===== config.mk =====
export PLATFORM = sky130hd
export DESIGN_NAME = mash_seq_ctrl
export DESIGN_NICKNAME = d
export VERILOG_FILES = /design/src/rtl/mash_pkg.sv /design/src/rtl/mash_lfsr.sv /design/src/rtl/mash_seq_ctrl.sv
export SDC_FILE = /design/constraint.sdc
export NUM_CORES = 1
export LEC_CHECK = 0
export CAP_MARGIN = 20
export CORE_ASPECT_RATIO = 0.5
export CORE_MARGIN = 4
export CORE_UTILIZATION = 54
export DETAILED_ROUTE_END_ITERATION = 6
export PLACE_DENSITY = 0.79
export SLEW_MARGIN = 5
export SYNTH_ARGS = -nofsm -noshare
export SYNTH_HDL_FRONTEND = slang
export SYNTH_SLANG_ARGS = --single-unit

===== constraint.sdc =====
create_clock -name clk -period 5.45 [get_ports clk]
set_clock_uncertainty 0.1 [all_clocks]
set_input_delay 0.8175 -clock clk [delete_from_list [all_inputs] [get_ports clk]]
set_output_delay 0.8175 -clock clk [all_outputs]
set_load 0.1 [all_outputs]

===== src/rtl/mash_pkg.sv =====
// mash_pkg: shared state encoding, LFSR constants and default width for the MASH sequencer
package mash_pkg;
  localparam int MASH_WIDTH = 16;
  typedef logic [1:0] state_t;
  localparam state_t S_IDLE  = 2'd0;
  localparam state_t S_FLUSH = 2'd1;
  localparam state_t S_RAMP  = 2'd2;
  localparam state_t S_RUN   = 2'd3;
  // x^16+x^14+x^13+x^11+1 as a right-shifting Galois feedback mask
  localparam logic [15:0] LFSR_POLY = 16'hB400;
  localparam logic [15:0] LFSR_SEED = 16'hACE1;
endpackage


===== src/rtl/mash_lfsr.sv =====
// mash_lfsr: 16-bit Galois LFSR with synchronous seed load and advance enable
module mash_lfsr
  import mash_pkg::*;
(
  input  logic        clk,
  input  logic        load_i,
  input  logic        adv_i,
  output logic [15:0] q_o
);
  logic [15:0] q_q, q_d;
  always_comb q_d = load_i ? LFSR_SEED : adv_i ? ({1'b0, q_q[15:1]} ^ (q_q[0] ? LFSR_POLY : 16'h0)) : q_q;
  always_ff @(posedge clk) q_q <= q_d;
  assign q_o = q_q;
endmodule


===== src/rtl/mash_seq_ctrl.sv =====
// mash_seq_ctrl: MASH chain sequencer with target handshake, flush, slew-limited ramp and lock report
// Define MASH_DITHER_EN to add LFSR dither on frac_out[0] while in RUN.
module mash_seq_ctrl
  import mash_pkg::*;
#(
  parameter int WIDTH     = MASH_WIDTH,
  parameter int STEP      = 256,
  parameter int FLUSH_CYC = 4
) (
  input  logic             clk,
  input  logic             rst_n,
  input  logic             enable,
  input  logic             cfg_valid,
  output logic             cfg_ready,
  input  logic [WIDTH-1:0] cfg_word,
  input  logic             cfg_flush,
  output logic [WIDTH-1:0] frac_out,
  output logic             stage_rst_n,
  output logic             locked
);
  localparam int CW = FLUSH_CYC > 1 ? $clog2(FLUSH_CYC) : 1;
  // Saturate so a huge STEP still fits the WIDTH+1 magnitude compare
  localparam logic [WIDTH:0] STEP_W = (WIDTH+1)'(STEP >= 2**WIDTH ? 2**WIDTH : STEP);
`ifdef MASH_DITHER_EN
  localparam logic [WIDTH-1:0] LOCK_MASK = ~WIDTH'(1);
`else
  localparam logic [WIDTH-1:0] LOCK_MASK = '1;
`endif
  state_t           state_q, state_d;
  logic [CW-1:0]    cnt_q, cnt_d;
  logic [WIDTH-1:0] target_q, target_d, frac_q, frac_d, step;
  logic             ready_q, ready_d, srst_q, srst_d, locked_q, locked_d;
  logic             xfer, near;
  logic [WIDTH:0]   diff, mag;
  assign xfer = cfg_valid & ready_q;
  assign diff = {1'b0, target_q} - {1'b0, frac_q};
  assign mag  = diff[WIDTH] ? -diff : diff;
  assign near = mag <= STEP_W;
  assign step = diff[WIDTH] ? frac_q - STEP_W[WIDTH-1:0] : frac_q + STEP_W[WIDTH-1:0];
  always_ff @(posedge clk) begin
    if (!rst_n) begin
      state_q <= S_IDLE;
      cnt_q   <= '0;
    end else begin
      state_q <= state_d;
      cnt_q   <= cnt_d;
    end
  end
  always_comb begin
    state_d = state_q;
    cnt_d   = cnt_q;
    if (!enable) begin
      state_d = S_IDLE;
      cnt_d   = '0;
    end else if (state_q == S_IDLE || (state_q == S_RUN && xfer && cfg_flush)) begin
      state_d = S_FLUSH;
      cnt_d   = CW'(FLUSH_CYC - 1);
    end else if (state_q == S_FLUSH) begin
      state_d = cnt_q == '0 ? S_RAMP : S_FLUSH;
      cnt_d   = cnt_q == '0 ? cnt_q : cnt_q - 1'b1;
    end else if (state_q == S_RAMP && near) begin
      state_d = S_RUN;
    end else if (state_q == S_RUN && xfer) begin
      state_d = S_RAMP;
    end
  end
  always_comb begin
    target_d = xfer ? cfg_word : target_q;
    frac_d   = (state_d == S_IDLE || state_d == S_FLUSH) ? '0 :
               state_q == S_RAMP ? (near ? target_q : step) : frac_q;
    ready_d  = state_d == S_IDLE || state_d == S_RUN;
    srst_d   = state_d == S_RAMP || state_d == S_RUN;
    locked_d = state_d == S_RUN && ((frac_d ^ target_d) & LOCK_MASK) == '0;
  end
  always_ff @(posedge clk) begin
    if (!rst_n) begin
      target_q <= '0;
      frac_q   <= '0;
      ready_q  <= 1'b0;
      srst_q   <= 1'b0;
      locked_q <= 1'b0;
    end else begin
      target_q <= target_d;
      frac_q   <= frac_d;
      ready_q  <= ready_d;
      srst_q   <= srst_d;
      locked_q <= locked_d;
    end
  end
  assign cfg_ready   = ready_q;
  assign stage_rst_n = srst_q;
  assign locked      = locked_q;
`ifdef MASH_DITHER_EN
  logic [15:0] lfsr;
  mash_lfsr u_lfsr (
    .clk    (clk),
    .load_i (!rst_n || (state_d == S_FLUSH && state_q != S_FLUSH)),
    .adv_i  (state_q == S_RUN),
    .q_o    (lfsr)
  );
  assign frac_out = frac_q ^ {{(WIDTH-1){1'b0}}, state_q == S_RUN && lfsr[0]};
`else
  assign frac_out = frac_q;
`endif
endmodule


==> results of run 1 <==
layout make-up:
cell class	count	area (um^2)	share of cell area
Tap cell	108	135.1	0.02215
Inverter	30	117.6	0.01928
Multi-Input combinational cell	491	3667	0.6011
Clock buffer	5	125.1	0.02051
Timing Repair Buffer	146	1206	0.1977
Sequential cell	39	834.6	0.1368
Clock inverter	3	15.01	0.002461
placed cells by master (no fill, tap or decap), types with 13 or more instances in the layout:
master / count
a21oi_1: 41
a31oi_1: 14
and3_1: 14
buf_4: 106
clkdlybuf4s50_1: 39
dfxtp_1: 22
dfxtp_4: 13
ha_1: 22
inv_1: 25
mux2i_1: 23
nand2_1: 51
nand3_1: 25
nor2_1: 46
nor2b_1: 14
nor3_1: 15
o21a_1: 13
power by group through the flow:
stage / sequential, mW / clock [mW] / combinational [mW]
after floorplan: 0.311 / 0 / 0.476
after global placement: 0.302 / 0 / 0.738
after detailed placement: 0.302 / 0 / 0.745
after CTS: 0.296 / 0.288 / 0.764
after global routing: 0.297 / 0.297 / 0.874
final: 0.296 / 0.283 / 0.808
registers in the layout, indices dropped and copies added, names as in the netlist:
name and cells:
stage_rst_n 1, state_q 2, frac_out 16, cnt_q 2, cfg_ready 1, target_q 16, locked 1
critical path, stage by stage, from the launching register on:
cell and delay, ns:
dfxtp_2 0.33, inv_2 0.05, ha_4 0.16, fa_2 0.41
or4b_4 0.51, o22ai_4 0.16, a2bb2oi_4 0.11, a2111oi_4 0.45
nand4b_1 0.20, o211ai_1 0.26, and2_4 0.20, nand4b_4 0.15
o21a_1 0.22, a21oi_2 0.17, nand2_2 0.10, ha_4 0.17
or2_4 0.28, buf_4 0.16, nor3_1 0.18, o21ai_0 0.15
nand3_1 0.13, o2111ai_1 0.10, or4_4 0.59, a2111oi_4 0.18
metal layers:
layer | GRT usage | up-vias
met3 | 0.04501 | 29
li1 | - | 2451
met4 | 0.05251 | 0
met5 | 0 | -
met2 | 0.4609 | 225
met1 | 0.4118 | 2327
timing repair:
item                                   4_1_cts  5_1_grt
endpoints found under the hold margin        0        0
setup endpoints to repair                    1        1
pin swaps                                    6       20
gates resized for setup                      8       27
setup buffers                                1        7
cells by family after synthesis:
kind of cell | Yosys count | synth area share
and+or+nand+nor | 230 | 0.2729
AOI/OAI and AO/OA | 185 | 0.3092
buffers and inverters | 57 | 0.05327
DFF | 39 | 0.1768
adders and majority gates | 30 | 0.08841
muxes | 26 | 0.05979
xor gates and xnor gates | 20 | 0.03967
worst max-delay path by stage:
stage,slack (ns),cells after the start,endpoint
after floorplan,-0.11,23,locked
after global placement,-0.07,25,locked
after detailed placement,-0.21,27,locked
after CTS,-0.09,22,locked
after global routing,-0.38,22,locked
final,-0.17,23,locked
stage by stage:
| stage | hold WS (ns) | cells |
|---|---|---|
| 2_1_floorplan | 0.3971 | 587 |
| 3_3_place_gp | 0.4246 | 806 |
| 3_5_place_dp | 0.4315 | 806 |
| 4_1_cts | 0.4482 | 815 |
| 5_1_grt | 0.4990 | 822 |
| 6_report | 0.4454 | 822 |
==> metrics, run 1 <==
Final HPWL DP 10930 um; RSZ-0062 raised after global routing yes; Detail Route Antenna Nets 0; Slew Viols, Final 0; post-synthesis cell count 587; # setup viols final 1; total CTS buffers 5; routed wl met2 6318 um; top post-synthesis cells by area dfxtp_1 18%, ha_1 7.9%, mux2i_1 5.2%; DIE HEIGHT 71.94 um; CP max FO 8; fmax 178.0 MHz; Hold Path Sink frac_out[7]; Routability Congestion 0.9657; WHS Path Cells 2; P_leak 2.632 nW; Die Wd 135.9 um; CTS tree yes; worst hold start frac_out[7]; Core ar. 0.007625 mm^2; Final Net Count 764; peak supply drop 0.1691 mV; Filler Cell Count 550; Worst Reg2Reg Path Length in Cells 23; initial core utilization 0.5791; CTS max path bufs 2; register bit total from synthesis 39; overflow left after global routing 0; CP Class reg -> reg; Routed WL 14430 um; register area share after synthesis 0.1768; DRC 0; Clock power frac 0.204; count leader, synth nand2_1; vias per inst 6.122; worst-margin pin slew 0.9771 ns; Power, Total 1.388 mW; vias post-DR 5032; initial DRC count 464; reg2reg start target_q[0]; M1 wire length 6589 um; Area growth syn-to-layout 38.17%; fin crit period 5.618 ns; Design Area, Final 0.006101 mm^2; PnR worst setup slack -0.1682 ns; WP data required 5.54 ns; flop2flop setup slack -0.17 ns; PwrDens 227.4 mW/mm^2; Yosys Warn Count 0; Max Used Layer met4; Site Rows 22; asr flop ratio synth 0; Clock Latency Late Sink 0.28 ns; Combinational Power Share 0.582; critical path endpoint category flop; largest net degree at the start of global routing 29; internal power 0.8347 mW; Mean Syn Cell Area 7.522 um^2; status finished, violations left; met3 WL 1321 um; most common library cells after synthesis 54 x nand2_1, 47 x nor2_1, 45 x a21oi_1; CP arrival 5.71 ns; syn nets 638; placed instance area 0.005725 mm^2; Hold-fix buffers, CTS 0; post-layout util 0.8001; slew margin rel. 0.3465; Synth cell types 77; crit path launch target_q[0]; post-synth top area cell dfxtp_1; Root Driver clkbuf_16; Crit Reg-Reg Endpoint locked; initial antenna violation count 0; PortBufs 39; Final Hold Vio Count 0; first-pass GRT wire length 22710 um; vias in the first global route 4572; failing checks negative setup slack; Avg WL per Cell 17.55 um; worst slack at placement -0.2108 ns; Clock Pin Slew Worst Setup and Hold Paths 0.06 ns; ys flop type dfxtp_1; iteration count of the initial detailed-routing pass 5; Antenna diodes 0; I/O pin cnt 40; Yosys top cell area share 0.1768; All-Layer GR Usage 0.2865; NetSw 0.5528 mW; Max-Cap Viols 0; H-tree level count 2; post-route clock period utilization 1.031; HP Class reg -> reg; switch share 0.3984; setup_tns -0.1682 ns; Die ar. 0.009775 mm^2; Netlist Area Pre-Place 0.004415 mm^2; startpoint types flop; part of the power in registers 0.214; number of enable flip-flop cells after synthesis 0; CTS sink cnt 39; share of cells above drive strength 1 0.2703
No activity file was read; power rests on OpenSTA's default activity.
==> inputs of run 2 (changes only) <==
--- a/config.mk
+++ b/config.mk
@@ -5,12 +5,12 @@
 export SDC_FILE = /design/constraint.sdc
 export NUM_CORES = 1
 export LEC_CHECK = 0
-export CAP_MARGIN = 20
 export CORE_ASPECT_RATIO = 0.5
 export CORE_MARGIN = 4
-export CORE_UTILIZATION = 54
+export CORE_UTILIZATION = 64
 export DETAILED_ROUTE_END_ITERATION = 6
-export PLACE_DENSITY = 0.79
+export GPL_ROUTABILITY_DRIVEN = 0
+export PLACE_DENSITY = 0.87
 export SLEW_MARGIN = 5
 export SYNTH_ARGS = -nofsm -noshare
 export SYNTH_HDL_FRONTEND = slang
==> constraint.sdc (replaced) <==
create_clock -name clk -period 6.8 [get_ports clk]
set_clock_uncertainty 0.1 [all_clocks]
set_input_delay 1.02 -clock clk [delete_from_list [all_inputs] [get_ports clk]]
set_output_delay 1.02 -clock clk [all_outputs]
set_load 0.1 [all_outputs]
==> metrics, run 2 (synthesis gave the netlist of run 1 again) <==
status finished clean; commonest non-fill, non-tap cells in the layout 54 x nand2_1, 47 x nor2_1, 45 x a21oi_1; CTS max path bufs 2; Final HPWL DP 9474 um; post-route clock period utilization 0.9418; PortBufs 39; Max-Cap Viols 0; startpoint types flop; slew margin rel. 0.3247; CP arrival 6.49 ns; share of cells above drive strength 1 0.07154; largest net degree at the start of global routing 30; Routed WL 12720 um; CP max stage delay 0.52 ns; Final Hold Vio Count 0; commonest non-fill, non-tap cell in the layout nand2_1; Slowest cell on crit path or4_1; Die Wd 125.5 um; cells along the critical path inv_1, ha_1, a21o_1, a311o_1, o211ai_4, a21bo_4, a2111oi_4, mux2i_1, a22oi_2, nor4_2, nand4b_4, o21a_1, a21oi_1, nand2_1, ha_1, or2_2, nor3_2, mux2i_1, a221o_1, o2111ai_1, or4_1, a2111oi_2; Antenna diodes 0; setup bufs post-CTS 0; CTS sink cnt 39; family with the most delay on the worst path compound AO/OA/AOI/OAI gates; HP Class reg -> reg; initial core utilization 0.6590; Clock Pin Slew Worst Setup and Hold Paths 0.06 ns; Die ar. 0.008373 mm^2; Final Net Count 665; Avg WL per Cell 17.99 um; I/O pin cnt 40; Core ar. 0.006700 mm^2; CTS tree yes; Area growth syn-to-layout 13.66%; vias per inst 6.767; RSZ-0062 raised after global routing no; PwrDens 196.6 mW/mm^2; setup_tns 0 ns; Slew Viols, Final 0; Final Non-Filler Cells 707; Filler Cell Count 502; # setup viols final 0; WP data required 6.88 ns; vias post-DR 4784; vias in the first global route 4251; Detail Route Antenna Nets 0; sum of buffers and inverters on the critical path 1; Root Driver clkbuf_16; DRC 0; All-Layer GR Usage 0.2972; # placed instances 699; first-pass GRT wire length 20560 um; peak supply drop 0.1564 mV; CP max FO 17; initial DRC count 521; P_leak 2.084 nW; CP Class reg -> reg; fin crit period 6.404 ns; Hold-fix buffers, CTS 0; fmax 156.1 MHz; Power, Total 0.9865 mW; worst-margin pin slew 1.010 ns; initial antenna violation count 0; total CTS buffers 5; Clock Latency Late Sink 0.28 ns; DIE HEIGHT 66.74 um; overflow left after global routing 0; iteration count of the initial detailed-routing pass 5; CTS resizes 0; Site Rows 21; critical path endpoint category flop; H-tree level count 2
[run 2: cell types whose count changed in the layout (fill, tap and decap cells not counted), moves of 4 or more]
cell     change
a21oi_1      +4
dfxtp_4     -13
ha_1         +6
ha_4         -6
inv_1        +4
dfxtp_1     +17
dfxtp_2      -4
buf_4       -98
[run 2: report_power, final]
group          switching [mW]  internal, mW
logic                   0.311         0.204
clock network          0.0932         0.134
registers             0.00912         0.235
[run 2: final timing paths]
kind,cells after the start,slack (ns),from,endpoint
worst min-delay path,2,0.46,target_q[1],target_q[1]
worst max-delay path,22,0.40,frac_out[4],locked
worst max register to register,22,0.40,frac_out[4],locked
worst min register to register,2,0.46,target_q[1],target_q[1]
[run 2: area by class of cell]
cell class,count,area (um^2),share of cell area
Tap cell,92,115.1,0.02294
Clock inverter,3,15.01,0.002992
Timing Repair Buffer,47,450.4,0.08975
Sequential cell,39,780.7,0.1556
Inverter,30,112.6,0.02244
Multi-Input combinational cell,491,3420,0.6814
Clock buffer,5,125.1,0.02493
[run 2: metrics by stage]
step | instance area [um^2] | setup WS [ns] | util | hold slack [ns]
6_report | 5019 | 0.3958 | 0.7490 | 0.4599
5_1_grt | 5019 | 0.004857 | 0.7490 | 0.4854
4_1_cts | 4999 | 0.4065 | 0.7460 | 0.4457
3_5_place_dp | 4858 | 0.4279 | 0.7251 | 0.4350
3_3_place_gp | 4858 | 0.6559 | 0.7251 | 0.4294
2_1_floorplan | 4415 | 0.1697 | - | 0.3971
[run 2: worst min-delay path, cell delays in order, from the launching register on]
cell,delay (ns)
dfxtp_1,0.37
nand2_1,0.07
a21boi_0,0.07
[run 2: per-layer routing]
metal	up-vias	part of all wire	track usage
li1	2245	-	-
met1	2236	0.45	0.4216
met2	280	0.43	0.4628
met3	23	0.11	0.07126
met4	0	0.0088	0.05270
met5	-	0	0
==> inputs of run 3 (changes only) <==
--- a/config.mk
+++ b/config.mk
@@ -10,7 +10,7 @@
 export CORE_UTILIZATION = 64
 export DETAILED_ROUTE_END_ITERATION = 6
 export GPL_ROUTABILITY_DRIVEN = 0
-export PLACE_DENSITY = 0.87
+export PLACE_DENSITY_LB_ADDON = 0.08
 export SLEW_MARGIN = 5
 export SYNTH_ARGS = -nofsm -noshare
 export SYNTH_HDL_FRONTEND = slang
==> metrics, run 3 (synthesis gave the netlist of run 1 again) <==
Filler Cell Count 516; # setup viols final 0; status finished clean; P_leak 2.085 nW; vias post-DR 4596; initial core utilization 0.6590; cells along the critical path inv_1, ha_1, a21o_1, a311o_1, o211ai_4, a21bo_4, a2111oi_4, mux2i_1, a22oi_2, nor4_2, nand4b_4, o21a_1, a21oi_1, nand2_1, ha_1, nor2_1, a21oi_1, or4_1, a2111oi_2; Die Wd 125.5 um; Final HPWL DP 9469 um; iteration count of the initial detailed-routing pass 5; critical path endpoint category flop; All-Layer GR Usage 0.2859; vias per inst 6.501; Final Net Count 665; flop2flop setup slack 0.37 ns; CTS sink cnt 39; initial antenna violation count 0; Max-Cap Viols 0; WP data required 6.88 ns; CP arrival 6.51 ns; Routed WL 12500 um; initial DRC count 552; Detail Route Antenna Nets 0; Final Hold Vio Count 0; placed instance area 0.004858 mm^2; WHS Path Cells 2; Core ar. 0.006700 mm^2; Avg WL per Cell 17.68 um; worst hold start target_q[1]; post-layout util 0.7503; DRC 0; CP max stage delay 0.88 ns; RSZ-0062 raised after global routing no; CP Class reg -> reg; slew margin rel. 0.2109; vias in the first global route 3964; post-route clock period utilization 0.9449; fmax 155.6 MHz; CTS max path bufs 2; I/O pin cnt 40; sum of buffers and inverters on the critical path 1; Antenna diodes 0; commonest non-fill, non-tap cell in the layout nand2_1; Crit Reg-Reg Endpoint locked; Root Driver clkbuf_16; HP Class reg -> reg; CP max FO 19; overflow left after global routing 0; Hold Path Sink target_q[1]; setup_tns 0 ns; first-pass GRT wire length 19550 um; Clock Latency Late Sink 0.28 ns; worst-margin pin slew 1.179 ns; PwrDens 198.5 mW/mm^2; Hold-fix buffers, CTS 0; share of cells above drive strength 1 0.06829; commonest non-fill, non-tap cells in the layout 54 x nand2_1, 47 x nor2_1, 45 x a21oi_1; Slowest cell on crit path nor2_1; peak supply drop 0.2018 mV; Clock Pin Slew Worst Setup and Hold Paths 0.06 ns; Die ar. 0.008373 mm^2; CTS tree yes; Area growth syn-to-layout 13.86%; setup bufs post-CTS 0; DIE HEIGHT 66.74 um; Worst Reg2Reg Path Length in Cells 19; H-tree level count 2; reg2reg start frac_out[4]; fin crit period 6.426 ns; PortBufs 39; startpoint types flop; Power, Total 0.9978 mW; Slew Viols, Final 0; Site Rows 21; CTS resizes 0; Design Area, Final 0.005027 mm^2; family with the most delay on the worst path compound AO/OA/AOI/OAI gates; total CTS buffers 5; largest net degree at the start of global routing 30
## run 3: cell count changes in the layout (fill, tap and decap cells not counted)
cell,change
clkbuf_1,+1
clkbuf_8,+2
clkinv_2,-3
xor2_1,+1
xor2_2,-1
## run 3: worst max path at each step
stage                     start  endpoint  slack [ns]  cells after the start
floorplan           frac_out[4]    locked        0.17                     23
global placement    target_q[1]    locked        0.61                     23
detailed placement  frac_out[4]    locked        0.43                     22
CTS                 frac_out[4]    locked        0.40                     22
global route        frac_out[4]    locked        0.06                     19
finish              frac_out[4]    locked        0.37                     19
## run 3: layout make-up
type | instances | area, um^2 | share of cell area
inverter | 30 | 112.6 | 0.02240
sequential | 39 | 780.7 | 0.1553
clock buffer | 8 | 156.4 | 0.03111
multi-input combinational | 491 | 3412 | 0.6787
tap | 92 | 115.1 | 0.02290
timing repair buffer | 47 | 450.4 | 0.08960
## run 3: worst register-to-register path, delay by kind of cell, from the launching register on
family,cells,cell delay (ns)
compound gates,10,2.68
simple gates,5,2.16
fa+ha+maj,2,0.62
flops,1,0.39
mux,1,0.25
buf+inv,1,0.11
## run 3: metal layers
layer,vias to the layer above,part of all wire,global-route usage
li1,2253,-,-
met1,2102,0.49,0.4299
met2,216,0.42,0.4382
met3,25,0.083,0.03283
met4,0,0.011,0.05811
met5,-,0,0
## run 3: report_power, final
part / total [mW] / internal (mW) / switching, mW
clock: 0.245 / 0.156 / 0.0892
combinational: 0.508 / 0.204 / 0.304
sequential: 0.245 / 0.235 / 0.00912
total: 0.998 / 0.595 / 0.403
## run 3: through the flow
step	hold WS (ns)	setup slack (ns)	std cells
final	0.4528	0.3744	707
after global routing	0.4912	0.05687	707
after CTS	0.4509	0.4014	707
after detailed placement	0.4432	0.4252	699
after global placement	0.4325	0.6063	699
after floorplan	0.3971	0.1697	587
